### config.mk
export PLATFORM = sky130hd
export DESIGN_NAME = tocador_musica
export DESIGN_NICKNAME = d
export VERILOG_FILES = /design/src/rtl/tocador_pkg.sv /design/src/rtl/gerador_tom.sv /design/src/rtl/tocador_musica.sv
export SDC_FILE = /design/constraint.sdc
export NUM_CORES = 1
export LEC_CHECK = 0
export ABC_AREA = 1
export BUFFER_PORTS_ARGS = -buffer_cell sky130_fd_sc_hd__buf_2
export CAP_MARGIN = 40
export CORE_ASPECT_RATIO = 0.6
export CORE_UTILIZATION = 45
export DETAILED_ROUTE_END_ITERATION = 10
export PLACE_DENSITY = 0.66
export SKIP_CTS_REPAIR_TIMING = 1
export SLEW_MARGIN = 20
export SYNTH_ARGS = -nofsm -noshare
export SYNTH_HDL_FRONTEND = slang
export SYNTH_SLANG_ARGS = --single-unit
### constraint.sdc
create_clock -name clk_placa -period 6.6 [get_ports clk_placa]
set_input_delay 0.99 -clock clk_placa [delete_from_list [all_inputs] [get_ports clk_placa]]
set_output_delay 0.99 -clock clk_placa [all_outputs]
set_load 0.02 [all_outputs]
### src/rtl/tocador_pkg.sv
// tocador_pkg: state encoding, note codes, half-period table and the
// 4-song x 16-step melody ROM shared by the player and its tone generator.
package tocador_pkg;
  typedef enum logic [1:0] {PARADO, TOCANDO, PAUSADO, FIM} estado_t;
  localparam int PASSO_W = 6;
  localparam logic [3:0] NOTA_PAUSA = 4'd0, NOTA_C4 = 4'd1, NOTA_CS4 = 4'd2, NOTA_D4 = 4'd3,
                         NOTA_DS4 = 4'd4, NOTA_E4 = 4'd5, NOTA_F4 = 4'd6, NOTA_FS4 = 4'd7,
                         NOTA_G4 = 4'd8, NOTA_GS4 = 4'd9, NOTA_A4 = 4'd10, NOTA_AS4 = 4'd11,
                         NOTA_B4 = 4'd12;
  function automatic logic eh_tom(input logic [3:0] n);
    return n != NOTA_PAUSA && n <= NOTA_B4;
  endfunction
  // half-period in 50 MHz cycles; rests and codes 13..15 return 0
  function automatic logic [16:0] meio_periodo(input logic [3:0] n);
    case (n)
      NOTA_C4:  return 17'd95556;
      NOTA_CS4: return 17'd90193;
      NOTA_D4:  return 17'd85131;
      NOTA_DS4: return 17'd80353;
      NOTA_E4:  return 17'd75843;
      NOTA_F4:  return 17'd71586;
      NOTA_FS4: return 17'd67568;
      NOTA_G4:  return 17'd63776;
      NOTA_GS4: return 17'd60196;
      NOTA_A4:  return 17'd56818;
      NOTA_AS4: return 17'd53629;
      NOTA_B4:  return 17'd50619;
      default:  return 17'd0;
    endcase
  endfunction
  // each step is {nota, dur}; step 0 is the leftmost pair
  function automatic logic [PASSO_W-1:0] rom_melodia(input logic [5:0] idx);
    logic [16*PASSO_W-1:0] m;
    case (idx[5:4])
      2'd0: m = {4'd10,2'd3, 4'd8,2'd1, 4'd5,2'd0, 4'd1,2'd2, 4'd0,2'd0, 4'd3,2'd1, 4'd12,2'd3, 4'd13,2'd0,
                 4'd7,2'd1, 4'd2,2'd0, 4'd10,2'd2, 4'd11,2'd1, 4'd6,2'd0, 4'd4,2'd3, 4'd9,2'd1, 4'd1,2'd3};
      2'd1: m = {4'd1,2'd0, 4'd3,2'd0, 4'd5,2'd0, 4'd6,2'd0, 4'd8,2'd0, 4'd10,2'd0, 4'd12,2'd0, 4'd1,2'd1,
                 4'd12,2'd1, 4'd10,2'd1, 4'd8,2'd1, 4'd6,2'd1, 4'd5,2'd1, 4'd3,2'd1, 4'd1,2'd1, 4'd0,2'd3};
      2'd2: m = {4'd5,2'd2, 4'd5,2'd0, 4'd6,2'd1, 4'd8,2'd3, 4'd8,2'd0, 4'd6,2'd0, 4'd5,2'd1, 4'd3,2'd1,
                 4'd1,2'd2, 4'd1,2'd0, 4'd3,2'd0, 4'd5,2'd1, 4'd5,2'd2, 4'd3,2'd0, 4'd3,2'd3, 4'd15,2'd1};
      default: m = {4'd12,2'd1, 4'd11,2'd1, 4'd10,2'd1, 4'd9,2'd1, 4'd8,2'd1, 4'd7,2'd1, 4'd6,2'd1, 4'd5,2'd1,
                    4'd4,2'd1, 4'd3,2'd1, 4'd2,2'd1, 4'd1,2'd1, 4'd0,2'd1, 4'd14,2'd1, 4'd10,2'd3, 4'd10,2'd3};
    endcase
    return m[(4'd15 - idx[3:0]) * PASSO_W +: PASSO_W];
  endfunction
endpackage

### src/rtl/gerador_tom.sv
// gerador_tom: half-period counter and buzzer flip-flop; clear wins over enable.
module gerador_tom (
  input  logic        clk_placa,
  input  logic        rst_n,
  input  logic        i_en,
  input  logic        i_clr,
  input  logic [16:0] i_meio,
  output logic        o_buz
);
  logic [16:0] r_cnt;
  logic        r_buz;
  logic        w_vira;
  assign w_vira = r_cnt == i_meio - 17'd1;
  always_ff @(posedge clk_placa)
    if (!rst_n || i_clr) begin
      r_cnt <= '0;
      r_buz <= 1'b0;
    end else if (i_en) begin
      r_cnt <= w_vira ? '0 : r_cnt + 17'd1;
      r_buz <= w_vira ? ~r_buz : r_buz;
    end
  assign o_buz = r_buz;
endmodule

### src/rtl/tocador_musica.sv
// tocador_musica: 4-song buzzer player with stop/play/pause control.
// Define TOCADOR_LOOP_EN to repeat the song forever instead of stopping in FIM.
module tocador_musica import tocador_pkg::*; #(
  parameter int UNIT_CYC  = 12_500_000,
  parameter int TOM_SHIFT = 0
) (
  input  logic       clk_placa,
  input  logic       rst_n,
  input  logic       stop,
  input  logic       play,
  input  logic [1:0] sel,
  output logic       buzzer,
  output logic [3:0] nota_atual,
  output logic [3:0] passo,
  output logic       fim
);
  estado_t            r_estado;
  logic               r_stop, r_play, r_fim;
  logic [1:0]         r_sel, r_musica, r_cnt_uni;
  logic [3:0]         r_passo;
  logic [23:0]        r_cnt_dur;
  logic [PASSO_W-1:0] w_rom;
  logic [3:0]         w_nota;
  logic [1:0]         w_dur;
  logic [16:0]        w_meio;
  logic               w_tom, w_tocando, w_fim_unid, w_fim_passo, w_buz;
  assign w_rom       = rom_melodia({r_musica, r_passo});
  assign w_nota      = w_rom[5:2];
  assign w_dur       = w_rom[1:0];
  assign w_tom       = eh_tom(w_nota);
  assign w_meio      = meio_periodo(w_nota) >> TOM_SHIFT;
  assign w_tocando   = r_estado == TOCANDO;
  // duration is counted as units x cycles-per-unit so 24 bits cover a 4-unit step
  assign w_fim_unid  = r_cnt_dur == 24'(UNIT_CYC - 1);
  assign w_fim_passo = w_fim_unid && r_cnt_uni == w_dur;
  always_ff @(posedge clk_placa)
    if (!rst_n) begin
      r_stop    <= 1'b1;
      r_play    <= 1'b0;
      r_sel     <= '0;
      r_musica  <= '0;
      r_estado  <= PARADO;
      r_passo   <= '0;
      r_cnt_dur <= '0;
      r_cnt_uni <= '0;
      r_fim     <= 1'b0;
    end else begin
      r_stop <= stop;
      r_play <= play;
      r_sel  <= sel;
      if (r_estado == PARADO) r_musica <= r_sel;
      if (r_stop) begin
        r_estado  <= PARADO;
        r_passo   <= '0;
        r_cnt_dur <= '0;
        r_cnt_uni <= '0;
        r_fim     <= 1'b0;
      end else case (r_estado)
        PARADO, PAUSADO: if (r_play) r_estado <= TOCANDO;
        TOCANDO: begin
          if (!r_play) r_estado <= PAUSADO;
          if (!w_fim_passo) begin
            r_cnt_dur <= w_fim_unid ? '0 : r_cnt_dur + 24'd1;
            r_cnt_uni <= w_fim_unid ? r_cnt_uni + 2'd1 : r_cnt_uni;
          end else begin
            r_cnt_dur <= '0;
            r_cnt_uni <= '0;
`ifdef TOCADOR_LOOP_EN
            r_passo <= r_passo + 4'd1;
`else
            if (r_passo == 4'd15) begin
              r_estado <= FIM;
              r_fim    <= 1'b1;
            end else r_passo <= r_passo + 4'd1;
`endif
          end
        end
        default: ;
      endcase
    end
  gerador_tom u_tom (
    .clk_placa (clk_placa),
    .rst_n     (rst_n),
    .i_en      (w_tocando && w_tom),
    .i_clr     (r_stop || (w_tocando && w_fim_passo)),
    .i_meio    (w_meio),
    .o_buz     (w_buz)
  );
  assign buzzer     = w_buz && w_tocando && w_tom;
  assign nota_atual = (w_tocando && w_tom) ? w_nota : 4'd0;
  assign passo      = r_passo;
  assign fim        = r_fim;
endmodule
Yosys cells after proc, flatten, opt, wreduce, memory -nomap -nowiden
Memories as Yosys holds them, arrays and structs flattened.
Cells that the tools add are included.
{ "op_classes": {"addsub": 6, "multipliers": 1, "n_lt_le_gt_ge": 1, "eq_ne": 9, "shift": 1, "n_mux": 12, "n_bitwise": 3, "reduce_logical": 21} }
{ "ops": {"columns": ["op", "count"], "rows": [
  ["96-bit one-hot mux with 3 select lines", 1],
  ["96-bit by 33-bit indexed part select with 6-bit output", 1],
  ["24-bit 2-to-1 mux", 2],
  ["32-bit by 2-bit multiplier with 31-bit output, second input constant", 1],
  ["24-bit by 1-bit adder with 24-bit output, second input constant", 1],
  ["24-bit == test, second input constant", 1],
  ["17-bit by 1-bit adder with 17-bit output, second input constant", 1],
  ["17-bit == test", 1],
  ["17-bit 2-to-1 mux", 1],
  ["17-bit by 1-bit subtractor with 17-bit output, second input constant", 1],
  ["2-bit 2-to-1 mux", 6],
  ["1-bit logical AND", 6],
  ["2-bit AND reduction", 3],
  ["3-bit AND reduction", 2],
  ["4-bit by 4-bit subtractor with 5-bit output, first input constant", 1],
  ["4-bit by 1-bit adder with 4-bit output, second input constant", 1],
  ["2-bit by 1-bit == test with 1-bit output, second input constant", 2],
  ["2-bit == test, second input constant", 2],
  ["4-bit == test, second input constant", 1],
  ["4-bit <= comparator, second input constant", 1],
  ["2-bit logical NOT", 2],
  ["4-bit 2-to-1 mux", 1],
  ["2-bit one-hot mux with 2 select lines", 1],
  ["2-bit nonzero test", 2],
  ["other kinds (8)", 12]
]} }
{ "totals": {"ff_bits": 57, "rom_bits": 272, "memories": 1} }
{ "mem_list": {"columns": ["name", "depth", "word_bits", "read_ports", "rd_clocked_by_memory_dff", "wr", "line", "text"], "rows": [
  ["(no name shown)", 16, 17, 1, 0, 0, "tocador_pkg.sv:15", "case (n)"]
]} }

Longest topological paths before layout
Gate-level depths: netlist of the first run.
{ "logic_depth": {"depth_word": 8, "mapped_depth": 40, "mapped_depth_nobuf": 37} }

Hierarchy
From an unflattened synthesis of the first run, not the netlist that was laid out.
{ "hier_totals": {"cells_unflattened": 1027, "area_unflattened_um2": 6150.9} }
{ "modules_own_cells": {"columns": ["mod", "n_inst", "cells_per_inst", "area_per_inst_um2"], "rows": [
  ["tocador_musica", 1, 722, 4254.1],
  ["gerador_tom", 1, 305, 1896.8]
]} }

Worst setup path before layout of the first run
Ideal clock, no wire load.
{ "synth_path": {"kind": "flip-flop to flip-flop", "startpoint": "reg r_passo[0], in the netlist passo[0]", "endpoint": "reg u_tom.r_cnt[12]", "arrival_time_ns": 5.088, "required_time_ns": 6.481, "setup_slack_ns": 1.393, "stages_incl_launch_ff": 37, "path_buffers": 5, "period_less_slack_ns": 5.207, "cell_sequence": "dfxtp_1 -> inv_2 -> buf_6 -> buf_6 -> ha_1 -> inv_1 -> fa_1 -> inv_2 -> buf_2 -> buf_1 -> nand3_1 -> nand3_1 -> nand3_1 -> nand2_1 -> inv_1 -> ha_1 -> inv_1 -> nand3_2 -> nand3_1 -> nand2_1 -> inv_1 -> ha_1 -> xor2_1 -> nand2_1 -> nand2_1 -> nand2_1 -> nor2_1 -> nand2_1 -> nor2_1 -> nand2_1 -> nor2_1 -> nand3_2 -> nor2_4 -> nand3_2 -> nand2_4 -> buf_8 -> nor2_2"} }
{ "synth_via": {"elab_chain_cells": 8, "elab_cells_between_ends": 16, "classes_between": "add/sub: 2; mul: 1; order compare: 1; eq/ne: 2; shift: 1; mux: 1; reduce/logical: 7; memory: 1"} }
{ "synth_lines": {"columns": ["item", "line", "text"], "rows": [
  ["start: declaration", "tocador_musica.sv:20", "logic [3:0] r_passo;"],
  ["start signal: assignment", "tocador_musica.sv:74", "end else r_passo <= r_passo + 4'd1;"],
  ["4-bit by 4-bit subtractor with 5-bit output *", "tocador_pkg.sv:44", "return m[(4'd15 - idx[3:0]) * PASSO_W +: PASSO_W];"],
  ["32-bit by 2-bit multiplier with 31-bit output *", "tocador_pkg.sv:44", null],
  ["96-bit by 33-bit indexed part select with 6-bit output *", "tocador_pkg.sv:44", null],
  ["parallel branches: the longest is 5 deep, another holds memory 16 x 17 bit", null, null],
  ["end signal: assignment", "gerador_tom.sv:19", "r_cnt <= w_vira ? '0 : r_cnt + 17'd1;"],
  ["end: declaration", "gerador_tom.sv:10", "logic [16:0] r_cnt;"]
]} }
Every way passes the cells marked *.
A chain may end at the register's enable or synchronous reset.

Final worst setup path of the first run
{ "layout_path": {"startpoint": "reg r_passo[1], in the netlist passo[1]", "endpoint": "reg u_tom.r_cnt[9]"} }
Same word-level chain as after synthesis.

==> results.sh, run 1 <==
export IMPL_status="complete, no violations"
export IMPL_pwr_share_clk_pct=45.1
export IMPL_relSlewSlack_pct=59.9
export IMPL_cts_tree="built"
export IMPL_first_pass_iters=6
export IMPL_antenna_found_initial=0
export IMPL_max_cap_violations=0
export IMPL_coreArea_sq_mm=0.0129
export IMPL_setup_viol_count_final=0
export IMPL_gr_total_overflow=0
export IMPL_ant_nets=0
export IMPL_avgSynthCellArea_sq_um=5.89
export IMPL_syn_nets=1040
export IMPL_finalCriticalPeriod_ns=5.82
export IMPL_slowest_stage="fa_1"
export IMPL_cp_top_family="simple AND/OR/NAND/NOR gates"
export IMPL_peakVddDrop_mv=0.141
export IMPL_die_w_um=150
export IMPL_cts_root_buf="clkbuf_16"
export IMPL_p_leak_nw=2.82
export IMPL_yosys_area_top_type_share_pct=19.3
export IMPL_grt_util_all_layers_pct=29.4
export IMPL_tns_ns=0
export IMPL_worstPathArrival_ns=6.03
export IMPL_drt_iter0_drc=754
export IMPL_drt_wl_total_um=19300
export IMPL_seqPwrFrac_pct=32.3
export IMPL_wl_per_cell_um=16.2
export IMPL_critical_path_max_fanout=15
export IMPL_area_growth_pct=8.30
export IMPL_fp_dieArea_sq_mm=0.0136
export IMPL_path_buf_inv=7
export IMPL_finClkSkew_ns=0.00949
export IMPL_clk_pin_slew_ns=0.06
export IMPL_rr_worst_depth=34
export IMPL_cts_inserted_buffers=9
export IMPL_gp_congestion=1.08
export IMPL_cellPowerDensity_mw_per_mm2=168
export IMPL_worstSkewPairLatency_ns=0.33
export IMPL_initial_utilization_pct=46.1
export IMPL_final_common_cell="nand2_1"
export IMPL_netlist_area_sq_mm=0.00592
export IMPL_cp_slowest_stage_delay_ns=0.62
export IMPL_async_flop_share_pct=0
export IMPL_final_cell_mix="281 x nand2_1, 133 x nand3_1, 117 x inv_1"
export IMPL_worst_pin_slew_ns=0.601
export IMPL_vias=6738
export IMPL_synth_cells=1006
export IMPL_drive_gt1_share_pct=10.7
export IMPL_post_dp_hpwl_um=15000
export IMPL_ys_top_cells_by_area="dfxtp_1 19%, nand2_1 18%, nand3_1 11%"
export IMPL_io_buffers=15
export IMPL_path_common_cell="nand2_1"
export IMPL_seq_area_frac_synth_pct=19.3
export IMPL_synth_warnings=0
export IMPL_grt_max_degree=42
export IMPL_fmax_mhz=172
export IMPL_finalNetCount=1048
export IMPL_worst_path_stages=34
export IMPL_h_tree_depth=3
export IMPL_synthFlopType="dfxtp_1"
export IMPL_period_share_pct=88.2
export IMPL_grt_pass1_vias=5971
export IMPL_place_area_sq_mm=0.00610
export IMPL_synth_edf_count=0
export IMPL_synth_top_area_cell="dfxtp_1"
export IMPL_via_per_inst=5.67
export IMPL_cp_end_kind="flop"
export IMPL_hold_viol_final=0
export IMPL_rsz0062_at_grt="no"
export IMPL_p_comb_share_pct=22.6
export IMPL_drc=0
export IMPL_p_int_mw=0.727
export IMPL_synth_seq_cells=57
export IMPL_p_sw_share_pct=32.5
export IMPL_synth_distinct_cells=53
export IMPL_final_max_slew_viol_count=0
export IMPL_cp_required_ns=6.81
export IMPL_design_area_sq_mm=0.00642
export IMPL_hold_depth=1
export IMPL_grt_pass1_wl_um=31300
export IMPL_row_count=32
export IMPL_switchingPower_mw=0.350
export IMPL_diodes=0
export IMPL_ios=16
export IMPL_cts_max_path_buffers=2
export IMPL_start_kind="flop"
export IMPL_cts_sinks=57
export IMPL_hp_class="flop to flop"
export IMPL_critical_path_class="flop to flop"
export IMPL_die_height_um=90.9
## metrics by stage
step,worst slack [ns],total power [mW],std cells,hold WS (ns),util [%]
after floorplan,1.39,0.539,1006,0.420,-
after global placement,1.12,0.591,1173,0.432,47.5
after detailed placement,0.954,0.589,1173,0.434,47.5
after CTS,0.929,1.08,1189,0.449,49.9
after global routing,0.252,1.13,1189,0.468,49.9
final,0.781,1.08,1189,0.448,49.9
## synthesized netlist by cell type (all sizes together) (5+ instances only)
cell type  count
ha            27
nand3        144
nand4         13
a211oi         7
nand2        301
xor2          21
nor4           8
a21oi         42
dfxtp         57
clkbuf         6
buf           20
inv          125
nor3          22
nor2         125
o22ai          5
o21ai         48
## sequential cells by signal, summed over array words and instances (netlist names), 2 cells and up
name         cells
r_estado         2
u_tom.r_cnt     17
r_musica         2
r_cnt_uni        2
passo            4
r_cnt_dur       24
r_sel            2
## layer usage
layer	part of all wire (%)	global-route usage [%]	up-vias
met5	0.31	6.15	-
met4	1.3	5.81	2
met3	14	13.7	33
met2	34	35.4	394
met1	50	44.6	2992
li1	-	-	3317
## cell families (layout without fill, tap and decap cells)
| kind of cell | Yosys count | count (layout) | share of synthesized area [%] |
|---|---|---|---|
| xor gates and xnor gates | 23 | 23 | 3.40 |
| AOI/OAI and AO/OA | 125 | 125 | 12.7 |
| adders and majority gates | 28 | 28 | 6.04 |
| and+or+nand+nor | 621 | 621 | 47.7 |
| DFF | 57 | 57 | 19.3 |
| buffers and inverters | 152 | 165 | 10.8 |
## power by group through the flow
stage	combinational (mW)	clock, mW	sequential (mW)
4_1_cts	0.235	0.498	0.348
2_1_floorplan	0.184	0	0.355
3_5_place_dp	0.233	0	0.356
6_report	0.244	0.486	0.348
5_1_grt	0.272	0.511	0.348
3_3_place_gp	0.236	0	0.356
## worst paths after layout
path | slack (ns) | from | to
hold reg to reg | 0.45 | r_play$_SDFF_PN0_ | r_estado[1]$_SDFFE_PP0P_
setup reg to reg | 0.78 | passo[1]$_SDFFE_PP0P_ | u_tom.r_cnt[9]$_SDFFE_PP0P_
hold / removal | 0.45 | r_play$_SDFF_PN0_ | r_estado[1]$_SDFFE_PP0P_
setup / recovery | 0.78 | passo[1]$_SDFFE_PP0P_ | u_tom.r_cnt[9]$_SDFFE_PP0P_
## final cells by class
cell class / count / area (sq um)
clock buffer: 10 / 239
clock inverter: 6 / 73.8
fill: 1342 / 6440
inverter: 126 / 473
multi-input combinational: 797 / 4140
sequential: 57 / 1140
tap: 170 / 213
timing repair buffer: 23 / 135
## worst reg2reg max path: cells and delay by family, from the launching register on
family	cells	cell delay, ns
adders and majority gates	4	1.28
buffers and inverters	7	1.04
DFF	1	0.44
and+or+nand+nor	23	2.94
No activity file was read; power rests on OpenSTA's default activity.
==> run 2, diff against run 1 <==
ABC_AREA = default   (was 1)
==> results.sh, run 2 <==
export IMPL_cp_required_ns=6.86
export IMPL_ys_top_cells_by_area="dfxtp_1 19%, nor2_1 5.9%, xor2_1 5.8%"
export IMPL_gp_congestion=0.998
export IMPL_grt_util_all_layers_pct=27.4
export IMPL_diodes=0
export IMPL_cts_sinks=57
export IMPL_drive_gt1_share_pct=13.5
export IMPL_period_share_pct=94.3
export IMPL_path_cells="inv_1 > ha_1 > nor2b_1 > nor2_1 > mux4_2 > a2111oi_0 > or3_1 > inv_1 > ha_1 > inv_1 > a2111o_1 > o311ai_1 > o211ai_1 > nor3_1 > o21ai_1 > xnor2_1 > nor4_2 > o2111ai_2 > or3_1 > a21oi_1"
export IMPL_final_cell_mix="94 x nor2_1, 70 x nand2_1, 55 x dfxtp_1"
export IMPL_synth_edf_count=0
export IMPL_yosys_area_top_type_share_pct=18.9
export IMPL_syn_nets=847
export IMPL_wl_per_cell_um=18.9
export IMPL_worstPathArrival_ns=6.49
export IMPL_critical_path_max_fanout=14
export IMPL_n_fill_cell=1257
export IMPL_grt_pass1_vias=5782
export IMPL_vias=6256
export IMPL_final_common_cell="nor2_1"
export IMPL_stdcell_count=982
export IMPL_die_w_um=151
export IMPL_first_pass_iters=5
export IMPL_synth_top_area_cell="dfxtp_1"
export IMPL_final_util_pct=51.1
export IMPL_finClkSkew_ns=0.00763
export IMPL_synth_warnings=0
export IMPL_synthFlopType="dfxtp_1"
export IMPL_setup_viol_count_final=0
export IMPL_cp_end_kind="flop"
export IMPL_fmax_mhz=161
export IMPL_h_tree_depth=3
export IMPL_die_height_um=91.7
export IMPL_fp_dieArea_sq_mm=0.0139
export IMPL_cts_max_path_buffers=2
export IMPL_cts_inserted_buffers=9
export IMPL_gr_total_overflow=0
export IMPL_finalNetCount=841
export IMPL_dp_cells=964
export IMPL_place_area_sq_mm=0.00626
export IMPL_clk_pin_slew_ns=0.06
export IMPL_hold_slack_ns=0.439
export IMPL_seq_area_frac_synth_pct=18.9
export IMPL_via_per_inst=6.37
export IMPL_critical_path_class="flop to flop"
export IMPL_cp_slowest_stage_delay_ns=0.60
export IMPL_cts_tree="built"
export IMPL_multiInputGateArea_sq_mm=0.00455
export IMPL_status="complete, no violations"
export IMPL_p_leak_nw=2.34
export IMPL_synth_most_common_cell="nor2_1"
export IMPL_start_kind="flop"
export IMPL_synth_cells=813
export IMPL_dp_worst_setup_slack_ns=-0.0479
export IMPL_cts_root_buf="clkbuf_16"
export IMPL_ios=16
export IMPL_synth_common_cells="95 x nor2_1, 70 x nand2_1, 57 x dfxtp_1"
export IMPL_area_growth_pct=10.0
export IMPL_power_total_mw=1.05
export IMPL_netlist_area_sq_mm=0.00603
export IMPL_io_buffers=15
export IMPL_drt_iter0_drc=855
export IMPL_design_area_sq_mm=0.00663
export IMPL_rsz0062_at_grt="no"
export IMPL_hp_class="flop to flop"
export IMPL_initial_utilization_pct=46.5
export IMPL_peakVddDrop_mv=0.117
export IMPL_top_register="r_cnt_dur"
export IMPL_synth_seq_cells=57
export IMPL_async_flop_share_pct=0
export IMPL_finalCriticalPeriod_ns=6.23
export IMPL_slowest_stage="ha_1"
export IMPL_tns_ns=0
export IMPL_grt_pass1_wl_um=29900
export IMPL_hold_viol_final=0
export IMPL_worst_pin_slew_ns=0.750
export IMPL_setup_ws_ns=0.373
export IMPL_largest_reg_flops=24
export IMPL_synth_distinct_cells=83
export IMPL_row_count=32
export IMPL_worstSkewPairLatency_ns=0.34
export IMPL_path_common_cell="inv_1"
export IMPL_drt_wl_total_um=18600
export IMPL_seqCellArea_sq_mm=0.00114
export IMPL_cellPowerDensity_mw_per_mm2=158
export IMPL_ant_nets=0
export IMPL_antenna_found_initial=0
export IMPL_drc=0
export IMPL_max_cap_violations=0
export IMPL_post_dp_hpwl_um=13400
export IMPL_coreArea_sq_mm=0.0130
export IMPL_final_max_slew_viol_count=0
export IMPL_avgSynthCellArea_sq_um=7.41
export IMPL_grt_max_degree=79
export IMPL_relSlewSlack_pct=50.0
==> run 2: power by group <==
| part | internal (mW) | total, mW | switching, mW |
|---|---|---|---|
| Combinational | 0.0898 | 0.233 | 0.143 |
| Clock | 0.293 | 0.469 | 0.175 |
| Sequential | 0.346 | 0.349 | 0.00257 |
| Total | 0.729 | 1.05 | 0.321 |
==> run 2: critical path, delay by kind of cell (launching register included) <==
kind	cells	cell delay, ns
buffers and inverters	3	0.48
AO/OA/AOI/OAI	7	1.75
AND/OR/NAND/NOR	6	1.84
adder cells (fa/ha/maj)	2	0.97
multiplexers	1	0.47
flip-flops	1	0.42
XOR/XNOR	1	0.19
==> run 2: layout make-up <==
type | count | share of cell area [%]
clock buffer | 10 | 3.45
clock inverter | 6 | 1.02
inverter | 22 | 1.34
multi-input combinational | 672 | 68.7
sequential | 57 | 17.2
tap | 170 | 3.21
timing repair buffer | 45 | 5.08
==> run 2: layer usage <==
metal  GRT usage, %  up-vias  share of wire, %
met4           7.58        0               1.8
li1               -     2939                 -
met2           37.3      383                40
met5              0        -                 0
met1           40.1     2896                45
met3           9.15       38                13
==> run 2: worst paths after layout <==
path / start / to / slack [ns] / cells past startpoint
min reg2reg: r_sel[0]$_SDFF_PN0_ / r_musica[0]$_SDFFE_PN0N_ / 0.44 / 2
min: r_sel[0]$_SDFF_PN0_ / r_musica[0]$_SDFFE_PN0N_ / 0.44 / 2
max: r_musica[0]$_SDFFE_PN0N_ / u_tom.o_buz$_SDFFE_PP0P_ / 0.37 / 20
max reg2reg: r_musica[0]$_SDFFE_PN0N_ / u_tom.o_buz$_SDFFE_PP0P_ / 0.37 / 20
==> run 2: cell families after synthesis <==
family | synth area share (%)
buffers and inverters | 6.41
AO/OA/AOI/OAI | 25.0
XOR/XNOR | 10.6
multiplexers | 5.54
adder cells (fa/ha/maj) | 5.94
flip-flops | 18.9
AND/OR/NAND/NOR | 27.6
